[config.mk]
export PLATFORM = sky130hd
export DESIGN_NAME = msk_refresh_pipe
export DESIGN_NICKNAME = d
export VERILOG_FILES = /design/src/rtl/msk_refresh_pipe.sv
export SDC_FILE = /design/constraint.sdc
export NUM_CORES = 1
export LEC_CHECK = 0
export BUFFER_PORTS_ARGS = -buffer_cell sky130_fd_sc_hd__buf_2
export CAP_MARGIN = 10
export CORE_AREA = 4 4 41 43
export DETAILED_ROUTE_END_ITERATION = 8
export DIE_AREA = 0 0 45 47
export SETUP_SLACK_MARGIN = 0.02
export SYNTH_ARGS = -nofsm -noshare
export SYNTH_HDL_FRONTEND = slang
export SYNTH_SLANG_ARGS = --single-unit
[constraint.sdc]
create_clock -name clk -period 1.4 [get_ports clk]
set_clock_uncertainty 0.15 [all_clocks]
set_input_delay 0.14 -clock clk [delete_from_list [all_inputs] [get_ports clk]]
set_output_delay 0.14 -clock clk [all_outputs]
set_load 0.01 [all_outputs]
[src/rtl/msk_refresh_pipe.sv]
// Masked refresh with valid/ready flow control: XORs a fresh zero-sum mask into
// an NBITS-wide, D-share Boolean sharing over LAT pipeline stages.
module msk_refresh_pipe #(
  parameter int D     = 2,
  parameter int NBITS = 1,
  parameter int LAT   = 2
) (
  input  logic                                clk,
  input  logic                                rst_n,
  input  logic [NBITS*D-1:0]                  in_data,
  input  logic                                in_valid,
  output logic                                in_ready,
  input  logic [NBITS*((D == 2) ? 1 : D)-1:0] rnd,
  output logic [NBITS*D-1:0]                  out_data,
  output logic                                out_valid,
  input  logic                                out_ready
);

  localparam int RND_PER_BIT = (D == 2) ? 1 : D;
  localparam int W           = NBITS * D;

  logic [W-1:0]   mask;
  logic           advance;
  logic [LAT-1:0] stage_valid;
  logic [W-1:0]   stage_data [LAT];

  if (D == 2) begin : g_mask_d2
    always_comb begin
      mask = '0;
      for (int b = 0; b < NBITS; b++) begin
        mask[b*D]   = rnd[b];
        mask[b*D+1] = rnd[b];
      end
    end
  end else begin : g_mask_ring
    // Ring refresh: each random bit lands in two neighbouring shares, so the mask XORs to 0.
    always_comb begin
      mask = '0;
      for (int b = 0; b < NBITS; b++) begin
        for (int i = 0; i < D; i++) begin
          mask[b*D+i] = rnd[b*RND_PER_BIT+i] ^ rnd[b*RND_PER_BIT+((i+D-1)%D)];
        end
      end
    end
  end

  assign advance   = !out_valid || out_ready;
  assign in_ready  = advance;
  assign out_valid = stage_valid[LAT-1];
  assign out_data  = stage_data[LAT-1];

  if (LAT == 1) begin : g_lat1
    always_ff @(posedge clk or negedge rst_n) begin
      if (!rst_n) begin
        stage_valid   <= '0;
        stage_data[0] <= '0;
      end else if (advance) begin
        stage_valid <= in_valid;
        if (in_valid) begin
          stage_data[0] <= in_data ^ mask;
        end
      end
    end
  end else begin : g_latn
    // Shares and mask stay in separate registers until the final stage combines them.
    logic [W-1:0] stage_mask [LAT-1];

    always_ff @(posedge clk or negedge rst_n) begin
      if (!rst_n) begin
        stage_valid <= '0;
        for (int s = 0; s < LAT; s++) begin
          stage_data[s] <= '0;
        end
        for (int s = 0; s < LAT-1; s++) begin
          stage_mask[s] <= '0;
        end
      end else if (advance) begin
        stage_valid <= {stage_valid[LAT-2:0], in_valid};
        if (in_valid) begin
          stage_data[0] <= in_data;
          stage_mask[0] <= mask;
        end
        for (int s = 1; s < LAT-1; s++) begin
          if (stage_valid[s-1]) begin
            stage_data[s] <= stage_data[s-1];
            stage_mask[s] <= stage_mask[s-1];
          end
        end
        if (stage_valid[LAT-2]) begin
          stage_data[LAT-1] <= stage_data[LAT-2] ^ stage_mask[LAT-2];
        end
      end
    end
  end

endmodule

# Word-level counts from Yosys, hierarchy flattened

Index checks and enable logic that the tools add are counted.

Register bits: 7
Word-level logic and storage cells: 9
Output and inout bits: 4

Reduce and logical (&&, ||, !) cells: 4
Bitwise gates (word level): 1

Operator list:

| cell               | number |
|---|---|
| $reduce_and A2 Y1  | 2 |
| $xor A2 B2 Y2      | 1 |
| $logic_not A1 Y1   | 1 |
| $logic_or A1 B1 Y1 | 1 |

# Depth between registers and ports, before layout

Gate-level depths: netlist of the first run.

Word-level depth: 3
Mapped depth: 3
Mapped depth without buffers: 3

# Worst setup path before layout of the first run

OpenSTA, ideal clock, no wires.

Kind: reg2reg
Start: register stage_valid[1]
End: register stage_data, in the netlist out_data[0]
Path buffers: 0
Setup slack: 209 ps
Library setup time: 125 ps
Arrival: 916 ps
Clock period less this slack: 1,191 ps
Cell stages (with the launch flop): 4
Cell sequence: dfrtp_1 -> nand2b_4 -> nand2_2 -> mux2_4

Longest elaborated chain between the ends: 3

RTL lines:

| what                           | RTL line | source |
|---|---|---|
| start: declaration             | 24       | `logic [LAT-1:0] stage_valid;` |
| start signal: assignment       | 78       | `stage_valid <= {stage_valid[LAT-2:0], in_valid};` |
| $logic_not A1 Y1               | 47       | `assign advance = !out_valid \|\| out_ready;` |
| $logic_or A1 B1 Y1             | 47       |  |
| via in_ready                   | 12       | `output logic in_ready,` |
| $reduce_and A2 Y1 (no line)    | n/a      |  |
| end signal: indexed assignment | 85       | `stage_data[s] <= stage_data[s-1];` |
| end signal: indexed assignment | 90       | `stage_data[LAT-1] <= stage_data[LAT-2] ^ stage_mask[LAT-2];` |
| end: declaration               | 25       | `logic [W-1:0] stage_data [LAT];` |

The timed path passes the listed nets, and every way through them passes these cells.
A chain may end at the register's enable or synchronous reset.

# Worst setup path in the final report of the first run

Start: register stage_valid[1]
End: output in_ready

Longest elaborated chain between the ends: 2

RTL lines:

| what               | RTL line |
|---|---|
| $logic_not A1 Y1   | 47 |
| $logic_or A1 B1 Y1 | 47 |
| end: declaration   | 12 |

Every way passes these cells.

==> results of run 1 <==
==> state kept, by name, indices dropped and copies added, names as in the netlist <==
signal / flops
g_latn.stage_mask: 1
out_data: 2
stage_data: 2
stage_valid: 2
==> worst max-delay path by stage <==
| stage | depth (start not counted) | from | to |
|---|---|---|---|
| after detailed placement | 3 | stage_valid[1] | stage_data[2] |
| after global placement | 3 | stage_valid[1] | out_data[1] |
| after CTS | 2 | stage_valid[1] | in_ready |
| after global routing | 2 | stage_valid[1] | in_ready |
| final | 2 | stage_valid[1] | in_ready |
| after floorplan | 3 | stage_valid[1] | out_data[0] |
==> cell families after synthesis <==
family                 count (synthesis)  synth area share
AO/OA/AOI/OAI                          1            0.0153
buffers and inverters                  3            0.0574
flip-flops                             7             0.536
XOR/XNOR                               2            0.0536
multiplexers                           5             0.230
AND/OR/NAND/NOR                        4             0.107
==> where the power goes <==
part | switching [W] | total (W) | internal, W | leakage [nW]
clock | 0.0000719 | 0.000181 | 0.000109 | 0.0150
sequential | 0.0000359 | 0.000292 | 0.000256 | 0.0816
combinational | 0.0000700 | 0.000188 | 0.000118 | 0.134
total | 0.000178 | 0.000660 | 0.000482 | 0.231
==> critical path: stages (launching register included) <==
cell and delay (ps):
dfrtp_1 400, nand2b_4 110, buf_2 140
==> layer usage <==
layer,track usage,part of all wire
met4,0.0526,0.021
met3,0.0575,0.13
met5,0,0
met2,0.0960,0.43
met1,0.0744,0.42
==> synthesized netlist by cell type <==
cell      count  area share
inv_1         1       0.011
mux2_4        5        0.23
nand2b_4      1       0.042
nand2_2       1       0.019
xor2_1        2       0.054
nand2_1       1       0.011
o21ai_1       1       0.015
dfrtp_1       7        0.54
nand2_4       1       0.034
buf_4         2       0.046
==> area by class of cell <==
| type | count | share of cell area |
|---|---|---|
| inverter | 1 | 0.00840 |
| multi-input combinational | 12 | 0.297 |
| tap | 15 | 0.0420 |
| clock buffer | 4 | 0.0588 |
| timing repair buffer | 14 | 0.202 |
| sequential | 7 | 0.392 |
==> metrics by stage <==
stage | hold WS, ps | area [sq um] | power, W
global placement | -165 | 380 | 0.000477
detailed placement | -164 | 380 | 0.000478
floorplan | -306 | 327 | 0.000455
CTS | 14.5 | 447 | 0.000676
global route | 15.4 | 447 | 0.000713
finish | 17.6 | 447 | 0.000660
==> metrics.md, run 1 <==
| Metric | Value |
|---|---|
| Outcome | finished, final reports clean |
| RePlAce Congestion | 0.665 |
| Post-synthesis sequential area ratio | 0.536 |
| Placed Cells | 45 |
| Post-DP HPWL | 393 um |
| Max-cap violations | 0 |
| Die area | 0.00212 sq mm |
| DR vias | 205 |
| Boundary Pins | 11 |
| Reg2Reg Setup Slack | 260 ps |
| Die X-Extent | 45 um |
| Warnings from Yosys | 0 |
| Root Buffer | clkbuf_4 |
| Die height | 47 um |
| Endpoints failing setup | 0 |
| Resize count post-CTS | 0 |
| All-Layer GR Usage | 0.0717 |
| Core Area | 0.00130 sq mm |
| TNS Setup | 0 ps |
| Worst Setup End Kind | output pin |
| Worst hold path class | primary input to flip-flop |
| Fillers | 136 |
| First-pass GRT wire length | 972 um |
| Worst r2r dst | g_latn.stage_mask[0] |
| DRC | 0 |
| Placement Setup Slack | 252 ps |
| Hold Path Cell Cnt | 3 |
| Post-layout util | 0.343 |
| Cts hold-fix bufs | 4 |
| RSZ-0062 raised after global routing | no |
| Post-Syn Area | 327 sq um |
| Setup slack after layout | 212 ps |
| Final hold violation count | 0 |
| DR pass1 iterations | 3 |
| # diodes | 0 |
| Power density cells | 1480 mW/mm^2 |
| Layout cells sized above 1 | 0.553 |
| Multi-input gate area | 133 sq um |
| Final Max Tran Viols | 0 |
| Tmin final | 1190 ps |
| Cts bufs inserted | 3 |
| Port buffer count | 10 |
| WS Path Type | flip-flop to output pin |
| FP Rows | 13 |
| Non-Filler Instances | 53 |
| Most common cell after layout, fill and taps aside | buf_2 |
| Reg2reg start | stage_valid[1] |
| Startpoint Class | flip-flop |
| F_max | 842 MHz |
| Initial antenna violation count | 0 |
| Drt first-iter violations | 3 |
| H-tree depth | 1 |
| Reg area | 175 sq um |
| Largest net degree at the start of global routing | 8 |
| Yosys reg bits | 7 |
| Rel. slew slack | 0.892 |
| CTS Sinks | 7 |
| Leak pwr | 0.231 nW |
| WP data arrival | 900 ps |
| Reg2reg path depth | 3 |
| Most frequent cells in the layout | 10 x buf_2, 7 x dfrtp_1, 5 x mux2_4 |
| Peak VDD IR | 0.000735 V |
| Fin nets | 46 |
| Setup Buffers After CTS | 0 |
| Hold path start | in_valid |
| CTS max path bufs | 2 |
| Worst-path maximum fanout | 5 |
| Remaining Overflow, GRT | 0 |
| DRT Wirelength | 514 um |
| Area grow syn2layout | 36.8% |
| Worst Hold End | stage_valid[0] |
| Mapped Nets | 29 |
| Starting Density | 0.251 |
| CP Data Required Time | 1110 ps |
| Netlist cell types | 10 |
| Synth Instances | 22 |
| Final worst-path cycle share | 0.849 |
| Worst-Margin Slew | 162 ps |
| CTS clk-pin slew, worst paths | 50 ps |
| Via-to-Cell Ratio | 3.87 |
| Clock Latency Late Sink | 250 ps |
| Wire per inst | 9.70 um |
| CTS tree | built |
| Detail Route Antenna Nets | 0 |
| Number of global-route vias before repair | 228 |
| Avg Inst Size Synth | 14.8 sq um |
(Power assumes the default switching activity.)
==> inputs of run 2 (changes only) <==
Clock period 1.4 ns to 1.14 ns, I/O delays scaled along.
==> run 2 against run 1 <==
Register-to-register slack got worse by 260 ps. The flow now finishes with violations (negative hold slack, negative setup slack). Sequential share of layout area fell by 3.2 points. Clock power grew 23%. Sequential cell count is the same. Via count is 7.8% higher. Cell count rose by 5.7%. Cell area increased by 9.0%. Sequential power rose by 22%.
==> metrics.md, run 2 (synthesis results as in run 1) <==
| Metric | Value |
|---|---|
| Outcome | finished, violations left |
| Violated checks | negative hold slack, negative setup slack |
| DRC | 0 (unchanged) |
| Cts hold-fix bufs | 4 (unchanged) |
| Rel. slew slack | 0.895 (+0.00291) |
| Max-cap violations | 0 (unchanged) |
| F_max | 829 MHz |
| Worst hold path class | primary input to flip-flop |
| Slowest CP cell | dfrtp_1 |
| Worst-Margin Slew | 158 ps (-4.37 ps) |
| Most frequent cells in the layout | 9 x buf_2, 7 x dfrtp_1, 5 x mux2_4 |
| Largest net degree at the start of global routing | 8 (unchanged) |
| Die X-Extent | 45 um (unchanged) |
| DR pass1 iterations | 1 (-2) |
| Root Buffer | clkbuf_4 |
| CTS tree | built |
| WP data arrival | 940 ps (+40 ps) |
| Startpoint Class | flip-flop |
| Final Max Tran Viols | 0 (unchanged) |
| Tmin final | 1210 ps |
| Reg2Reg Setup Slack | 0 ps (-260 ps) |
| Final hold violation count | 1 (+1) |
| FP Rows | 13 (unchanged) |
| Met1 WL | 219 um (+1.4%) |
| Final worst-path cycle share | 1.06 |
| Via-to-Cell Ratio | 3.95 (+2.0%) |
| Top delay family on crit path | flip-flops |
| Die height | 47 um (unchanged) |
| Most common cell after layout, fill and taps aside | buf_2 |
| Pwr Total | 0.000844 W (+28%) |
| Clock Latency Late Sink | 250 ps (about the same) |
| CP dominant cell by count | buf_6 |
| Number of global-route vias before repair | 251 (+10%) |
| All-Layer GR Usage | 0.0750 (+0.00330) |
| Wire per inst | 10.3 um (+6.1%) |
| Power density cells | 1730 mW/mm^2 (+17%) |
| Top layer in use | met4 |
| Fin nets | 49 (+6.5%) |
| Port buffer count | 10 (unchanged) |
| H-tree depth | 1 (unchanged) |
| Leak pwr | 0.251 nW (+8.9%) |
| Fillers | 138 (+1.5%) |
| Placement Setup Slack | 4.79 ps (-248 ps) |
| Setup slack after layout | -65.8 ps (-278 ps) |
| Hold WS | -25.4 ps (-43.0 ps) |
| Drt first-iter violations | 0 (-3) |
| Met2 wire length | 286 um (+29%) |
| CTS max path bufs | 2 (unchanged) |
| Critical path, cell by cell | nand2b_4 -> buf_6 -> buf_6 |
| CP Data Required Time | 880 ps (-230 ps) |
| Cts bufs inserted | 3 (unchanged) |
| WS Path Type | flip-flop to output pin |
| Remaining Overflow, GRT | 0 (unchanged) |
| Starting Density | 0.251 (unchanged) |
| Boundary Pins | 11 (unchanged) |
| RSZ-0062 raised after global routing | yes |
| CTS clk-pin slew, worst paths | 50 ps (about the same) |
| Layout cells sized above 1 | 0.610 (+0.0571) |
| Worst Setup End Kind | output pin |
| RePlAce Congestion | 0.659 (-0.89%) |
| Initial antenna violation count | 0 (unchanged) |
| Peak VDD IR | 0.000930 V (+27%) |
| Endpoints failing setup | 3 (+3) |
| DRT Wirelength | 576 um (+12%) |
| DR vias | 221 (+7.8%) |
| Slowest Stage Delay on Critical Path | 400 ps (about the same) |
| Core Area | 0.00130 sq mm (unchanged) |
| Detail Route Antenna Nets | 0 (unchanged) |
| Area grow syn2layout | 49.0% |
| # diodes | 0 (unchanged) |
| Worst-path maximum fanout | 3 (-2) |
| Crit path buffers/inverters | 2 (+1) |
| CTS Sinks | 7 (unchanged) |
| Die area | 0.00212 sq mm (unchanged) |
| First-pass GRT wire length | 1.03 mm (+5.8%) |
| Metal3 WL | 64 um (-1.5%) |
==> run 2: changes by cell type in the layout (fill, tap and decap cells not counted), sizes merged <==
cell  previous run  this run
buf             10        13
==> run 2: stage by stage <==
stage	cell area, sq um	cells	setup TNS, ps	hold slack (ps)	util
final	487	56	-66.6	-25.4	0.374
after global placement	388	46	0	-198	0.298
after floorplan	327	22	-241	-332	-
after global routing	487	56	-325	-19.0	0.374
after CTS	472	55	-121	-5.08	0.363
after detailed placement	388	46	0	-197	0.298
==> run 2: area by class of cell <==
type                            count  area, sq um  area share
Clock buffer                        4         26.3      0.0540
Inverter                            1         3.75     0.00771
Multi-Input combinational cell     12          136       0.280
Sequential cell                     7          175       0.360
Tap cell                           15         18.8      0.0386
Timing Repair Buffer               17          126       0.260
==> run 2: final timing paths <==
check	start	cells after the start	to
worst max register to register	stage_valid[1]	3	g_latn.stage_mask[0]
worst min register to register	out_data[0]	1	out_data[0]
min in group asynchronous	rst_n	2	out_data[1]
max in group asynchronous	rst_n	2	g_latn.stage_mask[0]
worst max-delay path	stage_valid[1]	3	in_ready
worst min-delay path	in_valid	3	stage_valid[0]
==> run 2: worst min-delay path: cells and delay by family <==
kind / cells / cell delay [ps]
AOI/OAI and AO/OA: 1 / 50
and+or+nand+nor: 1 / 70
buffers and inverters: 1 / 100
==> run 2: timing repair <==
item / 4_1_cts / 5_1_grt
setup endpoints to repair: 6 / 6
setup buffers: 1 / 1
pin swaps: 1 / 0
resized for setup: 2 / 2
hold endpoints to repair: 11 / 1
==> run 2: layer usage <==
metal / GRT usage / vias to the layer above
li1: - / 106
met1: 0.0678 / 104
met2: 0.116 / 9
met3: 0.0690 / 2
met4: 0.0351 / 0
met5: 0 / -
==> run 2: power breakdown <==
group,switching (W),internal [W]
clock network,0.0000894,0.000133
registers,0.0000428,0.000314
logic,0.0000967,0.000168
==> inputs of run 3 (changes only) <==
Settings changed: RECOVER_POWER set to 50.
==> run 3 against run 2 <==
The flow still finishes with violations (negative hold slack, negative setup slack). Clock power barely moved. Cell area fell by 0.26%. Cell count did not move. Combinational power barely moved. Global-route usage did not move. Core utilization fell by 0.096 points. Routed wire length fell by 0.17%. Critical path type unchanged. Critical endpoint unchanged. Highest routed layer unchanged.
==> metrics.md, run 3 (synthesis results as in run 1) <==
| Metric | Value |
|---|---|
| Outcome | finished, violations left |
| Violated checks | negative hold slack, negative setup slack |
| Endpoints failing setup | 3 (unchanged) |
| Layout cells sized above 1 | 0.585 (-0.0244) |
| Fin nets | 49 (unchanged) |
| Leak pwr | 0.248 nW (-1.1%) |
| Placement Setup Slack | 4.79 ps (unchanged) |
| RSZ-0062 raised after global routing | yes |
| Largest net degree at the start of global routing | 8 (unchanged) |
| Max-cap violations | 0 (unchanged) |
| Worst r2r dst | g_latn.stage_mask[0] |
| Clock Latency Late Sink | 250 ps (about the same) |
| Most frequent cells in the layout | 8 x buf_2, 7 x dfrtp_1, 5 x mux2_4 |
| F_max | 829 MHz (unchanged) |
| Placed Cells | 46 (unchanged) |
| CTS clk-pin slew, worst paths | 50 ps (about the same) |
| Initial antenna violation count | 0 (unchanged) |
| Die height | 47 um (unchanged) |
| Detail Route Antenna Nets | 0 (unchanged) |
| Wire per inst | 10.3 um (-0.17%) |
| CTS Sinks | 7 (unchanged) |
| Peak VDD IR | 0.000930 V (about the same) |
| CTS max path bufs | 2 (unchanged) |
| Rel. slew slack | 0.753 (-0.142) |
| Drt first-iter violations | 0 (unchanged) |
| Worst Hold End | stage_valid[0] |
| RePlAce Congestion | 0.659 (unchanged) |
| Hold path start | in_valid |
| Reg2reg start | stage_valid[1] |
| Die area | 0.00212 sq mm (unchanged) |
| Worst-path maximum fanout | 3 (unchanged) |
| Remaining Overflow, GRT | 0 (unchanged) |
| Most common cell after layout, fill and taps aside | buf_2 |
| All-Layer GR Usage | 0.0750 (unchanged) |
| Reg2Reg Setup Slack | 0 ps (unchanged) |
| Worst Setup End Kind | output pin |
| Final hold violation count | 1 (unchanged) |
| Cts bufs inserted | 3 (unchanged) |
| CP Data Required Time | 880 ps (about the same) |
| Final Max Tran Viols | 0 (unchanged) |
| DRC | 0 (unchanged) |
| Die X-Extent | 45 um (unchanged) |
| Core Area | 0.00130 sq mm (unchanged) |
| Starting Density | 0.251 (unchanged) |
| First-pass GRT wire length | 1.03 mm (unchanged) |
| Power density cells | 1740 mW/mm^2 (+0.20%) |
| Root Buffer | clkbuf_4 |
| Port buffer count | 10 (unchanged) |
| Tmin final | 1210 ps (unchanged) |
| Worst hold path class | primary input to flip-flop |
| Boundary Pins | 11 (unchanged) |
| DR pass1 iterations | 1 (unchanged) |
| Final worst-path cycle share | 1.06 (unchanged) |
| Number of global-route vias before repair | 251 (unchanged) |
| DR vias | 221 (unchanged) |
| H-tree depth | 1 (unchanged) |
| WP data arrival | 940 ps (about the same) |
| # diodes | 0 (unchanged) |
| TNS Setup | -66.6 ps (unchanged) |
| Startpoint Class | flip-flop |
| Reg2reg path depth | 3 (unchanged) |
| Non-Filler Instances | 56 (unchanged) |
| Area grow syn2layout | 48.7% |
| CTS tree | built |
| Cts hold-fix bufs | 4 (unchanged) |
| Setup slack after layout | -65.8 ps (unchanged) |
| Setup crit start | stage_valid[1] |
| Via-to-Cell Ratio | 3.95 (unchanged) |
| FP Rows | 13 (unchanged) |
| DRT Wirelength | 575 um (-0.17%) |
| Hold Path Cell Cnt | 3 (unchanged) |
| Worst-Margin Slew | 371 ps (+213 ps) |
| WS Path Type | flip-flop to output pin |
| Hold WS | -25.4 ps (unchanged) |
[run 3: worst max-delay path: stages (launching register included)]
cell and delay (ps):
dfrtp_1 400, nand2b_4 100, buf_6 100, buf_6 90
[run 3: timing repair]
| item | in CTS | in global routing |
|---|---|---|
| buffers inserted | 1 | 1 |
| resized for setup | 2 | 2 |
| pin swaps | 1 | 0 |
| hold endpoints to repair | 11 | 1 |
| endpoints found under the setup margin | 6 | 6 |
[run 3: how the worst max path moves through the flow]
stage                        to  cells past startpoint
detailed placement  out_data[0]                      3
global route           in_ready                      3
global placement    out_data[0]                      3
finish                 in_ready                      3
CTS                    in_ready                      3
floorplan           out_data[0]                      3
[run 3: area by class of cell]
| cell class | count | area [sq um] |
|---|---|---|
| Clock buffer | 4 | 26.3 |
| Inverter | 1 | 3.75 |
| Multi-Input combinational cell | 12 | 136 |
| Sequential cell | 7 | 175 |
| Timing Repair Buffer | 17 | 125 |
| Fill cell | 139 | 816 |
| Tap cell | 15 | 18.8 |
[run 3: layer usage]
metal / up-vias / GRT usage / part of all wire
met4: 0 / 0.0351 / 0.0087
met5: - / 0 / 0
li1: 106 / - / -
met2: 9 / 0.116 / 0.50
met1: 104 / 0.0678 / 0.38
met3: 2 / 0.0690 / 0.11
[run 3: through the flow]
step | hold WS (ps) | utilization | power [W] | area, sq um
global placement | -198 | 0.298 | 0.000588 | 388
finish | -25.4 | 0.373 | 0.000844 | 485
floorplan | -332 | - | 0.000558 | 327
CTS | -5.08 | 0.363 | 0.000849 | 472
global route | -19.0 | 0.373 | 0.000906 | 485
detailed placement | -197 | 0.298 | 0.000593 | 388
[run 3: power breakdown]
| group | switching, W | internal, W |
|---|---|---|
| sequential | 0.0000428 | 0.000314 |
| clock | 0.0000894 | 0.000133 |
| combinational | 0.0000968 | 0.000167 |
| total | 0.000229 | 0.000615 |
